`config.mk`:
```
export PLATFORM = sky130hd
export DESIGN_NAME = seg_disp_sched
export DESIGN_NICKNAME = d
export VERILOG_FILES = /design/src/rtl/seg_sched_pkg.sv /design/src/rtl/seg_ms_tick.sv /design/src/rtl/seg_disp_sched.sv
export SDC_FILE = /design/constraint.sdc
export NUM_CORES = 1
export LEC_CHECK = 0
export ABC_CLOCK_PERIOD_IN_PS = 2700
export BUFFER_PORTS_ARGS = -buffer_cell sky130_fd_sc_hd__buf_2
export CORE_MARGIN = 2
export CORE_UTILIZATION = 48
export CTS_CLUSTER_SIZE = 12
export DETAILED_ROUTE_END_ITERATION = 7
export PLACE_DENSITY = 0.77
export SLEW_MARGIN = 30
export SYNTH_ARGS = -nofsm -noshare
export SYNTH_HDL_FRONTEND = slang
export SYNTH_HIERARCHICAL = 1
export SYNTH_SLANG_ARGS = --single-unit
export TNS_END_PERCENT = 50
```
`constraint.sdc`:
```
create_clock -name sys_clk -period 2.7 [get_ports sys_clk]
set_input_delay 0.54 -clock sys_clk [delete_from_list [all_inputs] [get_ports sys_clk]]
set_output_delay 0.54 -clock sys_clk [all_outputs]
set_load 0.05 [all_outputs]
```
`src/rtl/seg_sched_pkg.sv`:
```
// Shared encodings and helpers for the 7-segment display scheduler.
package seg_sched_pkg;

    typedef enum logic [1:0] {
        S_IDLE  = 2'd0,
        S_SHOW  = 2'd1,
        S_ALARM = 2'd2
    } state_t;

    localparam logic [1:0] SRC_ALARM = 2'd2;
    localparam logic [1:0] SRC_NONE  = 2'd3;

    // Clamp a 20-bit magnitude so the driver's BCD conversion stays in 0..9 per digit.
    function automatic logic [19:0] sat_data(input logic [19:0] v, input logic [19:0] lim);
        return (v > lim) ? lim : v;
    endfunction

endpackage

```
`src/rtl/seg_ms_tick.sv`:
```
// Free-running 1 ms prescaler; tick_1ms is high for the single cycle where the count is at its top.
module seg_ms_tick #(
    parameter int CNT_1MS_MAX = 49_999
) (
    input  logic sys_clk,
    input  logic sys_rst,
    output logic tick_1ms
);

    localparam int              CW       = $clog2(CNT_1MS_MAX + 1);
    localparam logic [CW-1:0]   CNT_LAST = CW'(CNT_1MS_MAX);

    logic [CW-1:0] cnt;

    assign tick_1ms = (cnt == CNT_LAST);

    always_ff @(posedge sys_clk or posedge sys_rst) begin
        if (sys_rst) begin
            cnt <= '0;
        end else if (tick_1ms) begin
            cnt <= '0;
        end else begin
            cnt <= cnt + CW'(1);
        end
    end

endmodule

```
`src/rtl/seg_disp_sched.sv`:
```
// Shares one 6-digit 7-segment driver between two rotating normal sources and a
// pre-empting, blinking alarm source. All outputs are registered.
module seg_disp_sched
    import seg_sched_pkg::*;
#(
    parameter int          CNT_1MS_MAX = 49_999,
    parameter int          DWELL_MS    = 2000,
    parameter int          BLINK_MS    = 250,
    parameter logic [19:0] DATA_MAX    = 20'd999_999
) (
    input  logic        sys_clk,
    input  logic        sys_rst,
    input  logic [2:0]  src_vld,
    input  logic [19:0] src0_data,
    input  logic [5:0]  src0_point,
    input  logic        src0_sign,
    input  logic [19:0] src1_data,
    input  logic [5:0]  src1_point,
    input  logic        src1_sign,
    input  logic [19:0] src2_data,
    input  logic [5:0]  src2_point,
    input  logic        src2_sign,
    input  logic        hold_tgl,
    output logic [19:0] data,
    output logic [5:0]  point,
    output logic        sign,
    output logic        seg_en,
    output logic [1:0]  cur_src,
    output logic [2:0]  src_ack
);

    localparam int            DW         = $clog2(DWELL_MS + 1);
    localparam int            BW         = $clog2(BLINK_MS + 1);
    localparam logic [DW-1:0] DWELL_LAST = DW'(DWELL_MS - 1);
    localparam logic [BW-1:0] BLINK_LAST = BW'(BLINK_MS - 1);

    logic tick_1ms;

    state_t        state, state_nx;
    logic          sel, sel_nx;              // normal source shown while in SHOW
    logic [DW-1:0] dwell, dwell_nx;
    logic [BW-1:0] blink, blink_nx;
    logic          blink_on, blink_on_nx;
    logic          hold, hold_nx;
    logic [1:0]    ret_src, ret_src_nx;
    logic          other_vld, ret_ok;

    logic [19:0]   data_nx;
    logic [5:0]    point_nx;
    logic          sign_nx, seg_en_nx;
    logic [1:0]    cur_src_nx;
    logic [2:0]    src_ack_nx;

    seg_ms_tick #(
        .CNT_1MS_MAX(CNT_1MS_MAX)
    ) u_tick (
        .sys_clk (sys_clk),
        .sys_rst (sys_rst),
        .tick_1ms(tick_1ms)
    );

    // src_vld is a level request per source; src_ack pulses for one cycle when
    // cur_src first switches to that source. There is no back-pressure.
    always_comb begin
        state_nx    = state;
        sel_nx      = sel;
        dwell_nx    = dwell;
        blink_nx    = blink;
        blink_on_nx = blink_on;
        hold_nx     = hold;
        ret_src_nx  = ret_src;
        other_vld   = sel ? src_vld[0] : src_vld[1];
        ret_ok      = (ret_src != SRC_NONE) && src_vld[ret_src[0]];

        if (src_vld[2] && (state != S_ALARM)) begin
            // Alarm entry outranks rotation, loss of request and hold_tgl.
            state_nx    = S_ALARM;
            ret_src_nx  = (state == S_SHOW) ? {1'b0, sel} : SRC_NONE;
            blink_nx    = '0;
            blink_on_nx = 1'b1;
        end else begin
            case (state)
                S_IDLE: begin
                    if (src_vld[0]) begin
                        state_nx = S_SHOW;
                        sel_nx   = 1'b0;
                        dwell_nx = '0;
                    end else if (src_vld[1]) begin
                        state_nx = S_SHOW;
                        sel_nx   = 1'b1;
                        dwell_nx = '0;
                    end
                end
                S_SHOW: begin
                    if (hold_tgl) hold_nx = ~hold;
                    if (!src_vld[sel]) begin
                        dwell_nx = '0;
                        if (other_vld) sel_nx = ~sel;
                        else           state_nx = S_IDLE;
                    end else if (tick_1ms && !hold) begin
                        if (dwell == DWELL_LAST) begin
                            dwell_nx = '0;
                            if (other_vld) sel_nx = ~sel;
                        end else begin
                            dwell_nx = dwell + DW'(1);
                        end
                    end
                end
                S_ALARM: begin
                    if (hold_tgl) hold_nx = ~hold;
                    if (!src_vld[2]) begin
                        dwell_nx = '0;
                        state_nx = S_SHOW;
                        if (ret_ok)          sel_nx = ret_src[0];
                        else if (src_vld[0]) sel_nx = 1'b0;
                        else if (src_vld[1]) sel_nx = 1'b1;
                        else                 state_nx = S_IDLE;
                    end else if (tick_1ms) begin
                        if (blink == BLINK_LAST) begin
                            blink_nx    = '0;
                            blink_on_nx = ~blink_on;
                        end else begin
                            blink_nx = blink + BW'(1);
                        end
                    end
                end
                default: state_nx = S_IDLE;
            endcase
        end

        if (state_nx == S_IDLE) begin
            hold_nx  = 1'b0;
            dwell_nx = '0;
        end
    end

    // Output values are derived from the next state so they land with it.
    always_comb begin
        data_nx    = '0;
        point_nx   = '0;
        sign_nx    = 1'b0;
        seg_en_nx  = 1'b0;
        cur_src_nx = SRC_NONE;
        case (state_nx)
            S_SHOW: begin
                data_nx    = sat_data(sel_nx ? src1_data : src0_data, DATA_MAX);
                point_nx   = sel_nx ? src1_point : src0_point;
                sign_nx    = sel_nx ? src1_sign : src0_sign;
                seg_en_nx  = 1'b1;
                cur_src_nx = {1'b0, sel_nx};
            end
            S_ALARM: begin
                data_nx    = sat_data(src2_data, DATA_MAX);
                point_nx   = src2_point;
                sign_nx    = src2_sign;
                seg_en_nx  = blink_on_nx;
                cur_src_nx = SRC_ALARM;
            end
            default: ;
        endcase
        // Shifting by SRC_NONE (3) yields zero, so "none" never acks.
        src_ack_nx = (cur_src_nx != cur_src) ? (3'b001 << cur_src_nx) : 3'b000;
    end

    always_ff @(posedge sys_clk or posedge sys_rst) begin
        if (sys_rst) begin
            state    <= S_IDLE;
            sel      <= 1'b0;
            dwell    <= '0;
            blink    <= '0;
            blink_on <= 1'b0;
            hold     <= 1'b0;
            ret_src  <= SRC_NONE;
            data     <= '0;
            point    <= '0;
            sign     <= 1'b0;
            seg_en   <= 1'b0;
            cur_src  <= SRC_NONE;
            src_ack  <= '0;
        end else begin
            state    <= state_nx;
            sel      <= sel_nx;
            dwell    <= dwell_nx;
            blink    <= blink_nx;
            blink_on <= blink_on_nx;
            hold     <= hold_nx;
            ret_src  <= ret_src_nx;
            data     <= data_nx;
            point    <= point_nx;
            sign     <= sign_nx;
            seg_en   <= seg_en_nx;
            cur_src  <= cur_src_nx;
            src_ack  <= src_ack_nx;
        end
    end

endmodule

```
==> metrics <==
initial antenna violation count=0; CTS buffer count=9; wire length on met3=821 um; outcome=finished clean; Slew @ Worst Pin=a little over 0.7 ns; Vias/cell=6.01; Antenna Violating Nets Remaining=0; Yosys top cell by area=dfrtp_1; FP Rows=34; Avg Cell Area, Syn=approximately 9.5 um2; Die Width=approximately 100 um; max layer used=met4; met1 wire length=4960 um; Max clock buf depth=2; Post-synth top flop=dfrtp_1; total number of vias=4,268; total grt overflow=0; Clk Latency, worst-skew pair=about 0.35 ns; min Tclk post-route=2.58 ns; Iteration-0 DRC Markers=between 200 and 300; Final #Nets=roughly 700; P&R area growth vs syn=24.5%; total power per unit cell area=898 nW/um2; CTS Hold Bufs=0; DP Area=about 5200 um2; Crit Path Max Fanout=7; ys async rst share=1.00; share of cells above drive strength 1=0.309; YS warnings=6; Worst EP required=2.98 ns; final cell area excluding filler cells=~5500 um2; Reg clk slew, reported paths=approximately 0.09 ns; wirelength, routed=roughly 12,000 um; number of flops mapped to enable cells by yosys=0; Seq/Total Area, Yosys=0.426; post-synthesis cell area=about 4400 um2; Worst R2R Start=state[0]$_DFF_PP0_; final hold vios=0; Post-route DRC=0; headroom to the max-slew limit=0.530; Lkg Pwr=~2.6 nW; TritonCTS clock tree=done; RePlAce Congestion=between 0.9 and 1; largest net degree at the start of global routing=49; Final Max Slew Viols=0; Post-Syn Instances=467; Setup violations, final=0; FF+latch count, synth=75; final-layout fill cell count=between 700 and 800; clock skew=0.0130 ns; all-layer global routing usage=0.255; Port-buffer cells=approximately 120; Max Cap Violations=0; Ant. Diodes=0; CTS H-tree lvls=3; Syn Nets=566; Die Span Y=99.9 um; Worst setup EP type=flip-flop; metal2 WL=between 6000 and 7000 um; DR pass1 iterations=5; setup_tns=0 ns; commonest non-fill, non-tap cell in the layout=buf_2; I/O pin cnt=120; hold crit path type=input port to asynchronous set/reset pin; worst hold margin=roughly 0.25 ns; number of distinct library cells after synthesis=67; HPWL Detailed=between 8000 and 9000 um; setup slack, reg-to-reg=around 0.12 ns; Synth top area share=0.402; VDD IR max=roughly 0.65 mV; data arrival time of the worst path=between 2 and 3 ns; Placed Instances=692; most frequent cells in the layout=buf_2, dfrtp_1, nand2_1; first-pass GRT wire length=20,400 um; die area=9980 um2; Worst Path Class, Setup=flip-flop to flip-flop; overall power=4.94 mW; clk sinks=75; Root Buffer=clkbuf_8; Area contributors post-synth=dfrtp_1, o21ai_0, ha_1, o211ai_1, nand2_1; worst setup path start=state[0]$_DFF_PP0_; core box area=8810 um2; Final period util=0.954; Initial Util=0.501; final cell count without fillers=a little over 700; vias in the first global route=about 4,300; startpoint type of the worst setup path=flip-flop; wire per inst=17.0 um; Max Fclk=slightly below 400 MHz
[worst paths after layout]
| kind | to | cells past startpoint |
|---|---|---|
| setup reg to reg | data[8]$_DFF_PP0_ | 11 |
| min in group sys_clk | point[3]$_DFF_PP0_ | 2 |
| hold reg to reg | ret_src[1]$_DFFE_PP1P_ | 2 |
| hold / removal | point[4]$_DFF_PP0_ | 2 |
| max in group asynchronous | ret_src[1]$_DFFE_PP1P_ | 3 |
| setup / recovery | data[8]$_DFF_PP0_ | 11 |
[flip-flops by register name (all words and copies together) (netlist names), 2 cells and up]
| register | flops |
|---|---|
| blink | 8 |
| cur_src | 2 |
| data | 20 |
| dwell | 11 |
| point | 6 |
| ret_src | 2 |
| src_ack | 3 |
| state | 2 |
| u_tick/cnt | 16 |
[cells by family (layout without fill, tap and decap cells)]
group	count (synthesis)	count (layout)	synth area share
adder cells (fa/ha/maj)	12	12	0.0340
AO/OA/AOI/OAI	137	137	0.216
AND/OR/NAND/NOR	176	176	0.230
buffers and inverters	45	180	0.0482
XOR/XNOR	18	18	0.0357
flip-flops	75	75	0.426
multiplexers	4	4	0.0105
[final cells by class]
type / count / area [um2] / area share
Clock inverter: 6 / 96.3 / 0.0175
Inverter: 21 / 78.8 / 0.0143
Multi-Input combinational cell: 347 / 2360 / 0.430
Tap cell: 108 / 135 / 0.0246
Sequential cell: 75 / 1880 / 0.342
Timing Repair Buffer: 143 / 805 / 0.146
Clock buffer: 10 / 138 / 0.0250
[Yosys cell counts, drive strengths merged (13+ instances only)]
master	count
dfrtp	71
nand2	37
nor2	36
o21ai	36
a21oi	24
inv	21
nand3	19
o211ai	19
and3	14
nand4	14
nor3	13
[through the flow]
step                worst slack [ns]  utilization
floorplan                     0.0756            -
global placement               0.119        0.592
detailed placement            0.0604        0.592
CTS                           0.0109        0.620
global route                 -0.0211        0.624
finish                         0.125        0.624
[power by group]
part	total (mW)	internal [mW]	switching, mW
sequential	1.49	1.38	0.111
combinational	2.44	0.732	1.71
clock	1.00	0.557	0.444
total	4.94	2.67	2.26
[per-layer routing]
| metal | vias to the layer above | track usage |
|---|---|---|
| li1 | 2008 | - |
| met1 | 2034 | 0.324 |
| met2 | 198 | 0.431 |
| met3 | 28 | 0.0543 |
| met4 | 0 | 0.0959 |
| met5 | - | 0 |
[what timing repair did]
action	in CTS	in global routing
resized for setup	2	5
setup buffers	0	2
setup endpoints to repair	2	39
pin swaps	0	1
[worst max-delay path: stages, from the launching register on]
cell     delay, ns
dfrtp_1       0.42
inv_1         0.11
ha_1          0.30
nand2_1       0.09
a21oi_1       0.18
a21oi_2       0.07
buf_4         0.15
inv_1         0.07
ha_1          0.17
and2_1        0.21
nor2b_1       0.46
a221o_1       0.28
Note: power is estimated with default switching activity, not from simulation.
